### config.mk
export PLATFORM = sky130hd
export DESIGN_NAME = tim6_counter
export DESIGN_NICKNAME = d
export VERILOG_FILES = /design/src/rtl/tim6_pkg.sv /design/src/rtl/tim6_prescaler.sv /design/src/rtl/tim6_counter.sv
export SDC_FILE = /design/constraint.sdc
export NUM_CORES = 1
export LEC_CHECK = 0
export CAP_MARGIN = 20
export CORE_ASPECT_RATIO = 1.2
export CORE_MARGIN = 5
export CORE_UTILIZATION = 25
export DETAILED_ROUTE_END_ITERATION = 6
export SYNTH_ARGS = -nofsm -noshare
export SYNTH_HDL_FRONTEND = slang
export SYNTH_HIERARCHICAL = 1
export SYNTH_SLANG_ARGS = --single-unit
### constraint.sdc
create_clock -name clk -period 4.6 [get_ports clk]
set_input_delay 0.69 -clock clk [delete_from_list [all_inputs] [get_ports clk]]
set_output_delay 0.69 -clock clk [all_outputs]
set_load 0.01 [all_outputs]
### src/rtl/tim6_pkg.sv
// Shared definitions for the TIM6 basic timer: CR1 bit layout and default width.
package tim6_pkg;

    localparam int W_DEFAULT = 16;

    localparam int CR1_CEN  = 0;
    localparam int CR1_UDIS = 1;
    localparam int CR1_URS  = 2;
    localparam int CR1_OPM  = 3;
    localparam int CR1_ARPE = 4;
    localparam int CR1_W    = 5;

    // Field order mirrors the CR1_* indices above (cen is bit 0).
    typedef struct packed {
        logic arpe;
        logic opm;
        logic urs;
        logic udis;
        logic cen;
    } cr1_t;

endpackage

### src/rtl/tim6_prescaler.sv
// Prescaler: divides the block clock by psc_sh+1 and emits a one-cycle tick.
module tim6_prescaler #(
    parameter int W = 16
) (
    input  logic         clk,
    input  logic         rst_n,
    input  logic         run_i,
    input  logic         ug_i,
    input  logic         load_i,
    input  logic [W-1:0] psc_i,
    output logic         tick_o
);

    logic [W-1:0] psc_cnt_q, psc_cnt_d;
    logic [W-1:0] psc_sh_q, psc_sh_d;
    logic         wrap;

    // NOTE: every signal driven here gets a default first, so no latch is inferred.
    always_comb begin
        wrap      = (psc_cnt_q == psc_sh_q);
        tick_o    = run_i & ~ug_i & wrap;
        psc_cnt_d = psc_cnt_q;
        if (ug_i) begin
            psc_cnt_d = '0;
        end else if (run_i) begin
            psc_cnt_d = wrap ? '0 : psc_cnt_q + 1'b1;
        end
        psc_sh_d = load_i ? psc_i : psc_sh_q;
    end

    // NOTE: state registers use non-blocking assignments only.
    always_ff @(posedge clk or negedge rst_n) begin
        if (!rst_n) begin
            psc_cnt_q <= '0;
            psc_sh_q  <= '0;
        end else begin
            psc_cnt_q <= psc_cnt_d;
            psc_sh_q  <= psc_sh_d;
        end
    end

endmodule

### src/rtl/tim6_counter.sv
// TIM6-style basic up-counter: auto-reload with optional shadowing, update
// event and flag generation, and one-pulse mode.
module tim6_counter
    import tim6_pkg::*;
#(
    parameter int W = W_DEFAULT
) (
    input  logic             clk,
    input  logic             rst_n,
    input  logic [CR1_W-1:0] i_tim6_cr1,
    input  logic [W-1:0]     i_psc,
    input  logic [W-1:0]     i_arr,
    input  logic             i_ug,
    input  logic             i_uif_clr,
    output logic [W-1:0]     o_cnt,
    output logic             o_uif,
    output logic             o_uev,
    output logic             o_cen_clr
);

    cr1_t         cr1;
    logic         run, tick, overflow, uev_d, uif_set, opm_set;
    logic [W-1:0] arr_eff;
    logic [W-1:0] cnt_q, cnt_d;
    logic [W-1:0] arr_sh_q, arr_sh_d;
    logic         uif_q, uif_d;
    logic         uev_q;
    logic         cen_clr_q, cen_clr_d;
    logic         opm_stop_q, opm_stop_d;

    assign cr1 = cr1_t'(i_tim6_cr1);
    assign run = cr1.cen & ~opm_stop_q;

    tim6_prescaler #(.W(W)) u_prescaler (
        .clk    (clk),
        .rst_n  (rst_n),
        .run_i  (run),
        .ug_i   (i_ug),
        .load_i (uev_d),
        .psc_i  (i_psc),
        .tick_o (tick)
    );

    always_comb begin
        arr_eff  = cr1.arpe ? arr_sh_q : i_arr;
        // All-ones also wraps, which covers ARR lowered below the running count.
        overflow = tick & ((cnt_q == arr_eff) | (&cnt_q));
        uev_d    = ~cr1.udis & (i_ug | overflow);
        uif_set  = uev_d & (overflow | ~cr1.urs);
        opm_set  = uev_d & overflow & cr1.opm;

        cnt_d = cnt_q;
        if (i_ug) begin
            cnt_d = '0;
        end else if (tick) begin
            cnt_d = overflow ? '0 : cnt_q + 1'b1;
        end

        arr_sh_d   = uev_d ? i_arr : arr_sh_q;
        uif_d      = uif_set | (uif_q & ~i_uif_clr);
        opm_stop_d = cr1.cen & (opm_stop_q | opm_set);
        cen_clr_d  = opm_set;
    end

    always_ff @(posedge clk or negedge rst_n) begin
        if (!rst_n) begin
            cnt_q      <= '0;
            arr_sh_q   <= '1;
            uif_q      <= 1'b0;
            uev_q      <= 1'b0;
            cen_clr_q  <= 1'b0;
            opm_stop_q <= 1'b0;
        end else begin
            cnt_q      <= cnt_d;
            arr_sh_q   <= arr_sh_d;
            uif_q      <= uif_d;
            uev_q      <= uev_d;
            cen_clr_q  <= cen_clr_d;
            opm_stop_q <= opm_stop_d;
        end
    end

    assign o_cnt     = cnt_q;
    assign o_uif     = uif_q;
    assign o_uev     = uev_q;
    assign o_cen_clr = cen_clr_q;

endmodule
==> results.yml <==
outcome:
  status: "completed"
synthesis:
  synth_top_family_by_area: "simple AND/OR/NAND/NOR gates"
  synthCells: 347
  synth_area_per_cell_um2: 11.00
  synthAdderAreaFrac_pct: 0.6553
  ys_seq_elements: 68
  ys_async_sr_fraction_pct: 100.0
  synth.area.top_cells: "dfrtp_1 34%, dfstp_2 11%, xor2_1 8.5%, mux2_2 7.1%, mux2i_1 4.5%"
  synthXorXnorAreaFrac_pct: 9.633
  synthFlopType: "dfrtp_1"
  synthDominantCellAreaShare_pct: 34.08
  synth-edff-count: 0
  yosys.area.top_type: "dfrtp_1"
  synth_compound_area_share_pct: 7.733
  synthSimpleGateAreaFrac_pct: 17.99
  synth_most_common_cell: "dfrtp_1"
  muxShareOfSynthArea_pct: 15.07
  yosys_warnings: 6
  synth.distinct_cells: 51
  synthesis.area_um2: 3819
  syn_nets: 390
  synth_seq_area_share_pct: 45.09
  synthTopCellsByCount: "52 x dfrtp_1, 37 x xor2_1, 24 x mux2_2"
drt:
  drt_iter0_drc: 171
  drt_wl_total_mm: 9.115
  drc: 0
  dr_total_vias: 2894
  antenna_left: 0
  drt-vias-per-instance: 4.706
  first_pass_iters: 4
  wl_per_cell_um: 14.82
clocking:
  clkTransAtPathRegs_ns: 0.05
  ctsHoldBuffers: 0
  cts_buffer_depth: 2
  numCtsBuffers: 9
  cts.sinks: 68
  h-tree-depth: 3
  post_cts_resized: 0
  cts_tree: "built"
  post-cts-setup-buffers: 0
  cts_root_buffer: "clkbuf_16"
  clock_latency_ns: 0.33
placement:
  gp_congestion: 0.7885
  dp_hpwl_mm: 6.604
  io_buffers: 59
worst_hold_path:
  hold_path_startpoint: "opm_stop_q"
  min_to: "opm_stop_q"
  hold_class: "reg -> reg"
  holdPathStages: 2
global_route:
  grtUsageTotal_pct: 10.55
  grt_max_degree: 69
  grt_pass1_wl_mm: 15.23
  antenna_found_initial: 0
  grt_pass1_vias: 3018
  grt_overflow: 0
timing:
  fmax_mhz: 296.7
  rsz0062_at_grt: "false"
  fin_crit_sh_pct: 73.27
  hold_violations: 0
  worst_pin_slew_ns: 0.8658
  skew_ns: 0.009840
  slew_viol_final: 0
  setup_violations: 0
  period_needed_ns: 3.370
  relSlewSlack_pct: 42.28
  final.setup.tns_ns: 0
layout:
  areaGrowthSynthToFinish_pct: 28.08
  drive_above_1_share_pct: 18.98
  n_antenna_cell: 0
  finish.utilization_pct: 32.56
  fillCellCount: 1531
  nNetsFinal: 449
setup_path:
  endpoint_kind: "flip-flop"
  rrSetupSlack_ns: 1.34
  critPathMaxFanout: 17
  cp-start-kind: "primary input"
  crit_type: "in -> reg"
  required_ns: 4.81
  r2r_start: "u_prescaler/psc_cnt_q[7]"
  r2r_cells: 11
  cp_data_arrival_time_ns: 3.58
  r2r-end: "u_prescaler/psc_sh_q[12]"
floorplan:
  start_util_pct: 25.42
  dieArea_um2: 17860
  pin_count: 60
  die_h_um: 145.4
  die_width_um: 122.8
  core_area_um2: 15020
  rows: 49
power_and_ir_drop:
  p_leak_nw: 2.063
  power_density_nw_per_um2: 328.6
  peakVddDrop_v: 0.0001766
run:
  max-cap-violations: 0
-- through the flow --
stage | hold slack (ns) | total power [mW] | area [µm²] | worst slack (ns) | std cells
2_1_floorplan | 0.3944 | 0.8668 | 3819 | 0.9577 | 347
3_3_place_gp | 0.4797 | 0.9485 | 4603 | 0.9040 | 599
3_5_place_dp | 0.4910 | 0.9582 | 4603 | 0.8409 | 599
4_1_cts | 0.5038 | 1.636 | 4891 | 1.194 | 615
5_1_grt | 0.5329 | 1.687 | 4891 | 1.030 | 615
6_report | 0.4994 | 1.607 | 4891 | 1.230 | 615
-- cell type report --
class / instances / area [µm²] / area share [%]
clock buffer: 12 / 236.5 / 4.835
clock inverter: 4 / 51.30 / 1.049
inverter: 8 / 30.03 / 0.6140
multi-input combinational: 252 / 1951 / 39.88
sequential: 68 / 1722 / 35.20
tap: 204 / 255.2 / 5.219
timing repair buffer: 67 / 645.6 / 13.20
-- cell families after synthesis --
logic type / after synthesis
DFF: 68
xor gates and xnor gates: 42
buffers and inverters: 27
AOI/OAI and AO/OA: 40
and+or+nand+nor: 118
muxes: 50
adders and majority gates: 2
-- flip-flops by register name (all words and copies together), names as in the netlist --
name and cells:
u_prescaler/psc_cnt_q 16, o_uif 1, u_prescaler/psc_sh_q 16, o_cnt 16
o_uev 1, o_cen_clr 1, opm_stop_q 1, arr_sh_q 16
-- worst max-delay path, cell delays in order --
cell             delay [ns]
clkdlybuf4s50_1        0.46
buf_4                  0.28
mux2i_1                0.28
xor2_1                 0.18
nand4_1                0.16
nor4_4                 0.46
o31ai_4                0.12
inv_1                  0.53
mux2_2                 0.41
-- cell usage in the layout, fill, tap and decap left out, drive strengths merged, types with 3 or more instances in the layout --
cell	netlist	routed
nand4	13	13
xor2	37	37
nand3	16	16
nor3	19	19
clkbuf	9	12
and3	6	6
and4	4	4
mux2	33	33
clkdlybuf4s50	0	58
nor2b	5	5
dfstp	16	16
nor2	16	16
o21ai	5	5
buf	10	9
xnor2	5	5
inv	8	8
or4b	6	6
mux2i	17	17
dfrtp	52	52
a21oi	9	9
nor4	7	7
a31oi	6	6
nand2	17	17
a22o	3	3
a22oi	3	3
-- how the worst max path moves through the flow --
stage                                   startpoint                       end  cells after the start
after detailed placement             i_tim6_cr1[4]  u_prescaler/psc_sh_q[14]                      9
after global placement               i_tim6_cr1[4]  u_prescaler/psc_sh_q[13]                      9
after CTS                            i_tim6_cr1[4]  u_prescaler/psc_sh_q[12]                      9
final                                i_tim6_cr1[4]  u_prescaler/psc_sh_q[12]                      9
after floorplan           u_prescaler/psc_cnt_q[3]  u_prescaler/psc_sh_q[10]                     15
after global routing                 i_tim6_cr1[0]  u_prescaler/psc_sh_q[13]                     12
-- layer usage --
layer,track usage [%],share of wire (%),vias up
met5,0,0,-
li1,-,-,1385
met1,13.63,45,1420
met4,3.081,1.6,0
met2,17.48,49,74
met3,2.372,4.0,15
-- power breakdown --
part           leakage [nW]  total (mW)  internal [mW]  switching, mW
sequential            0.857       0.721          0.678         0.0422
clock                 0.137       0.664          0.420          0.244
combinational          1.07       0.222          0.132         0.0906
total                  2.06        1.61           1.23          0.377
No activity file was read; power rests on OpenSTA's default activity.
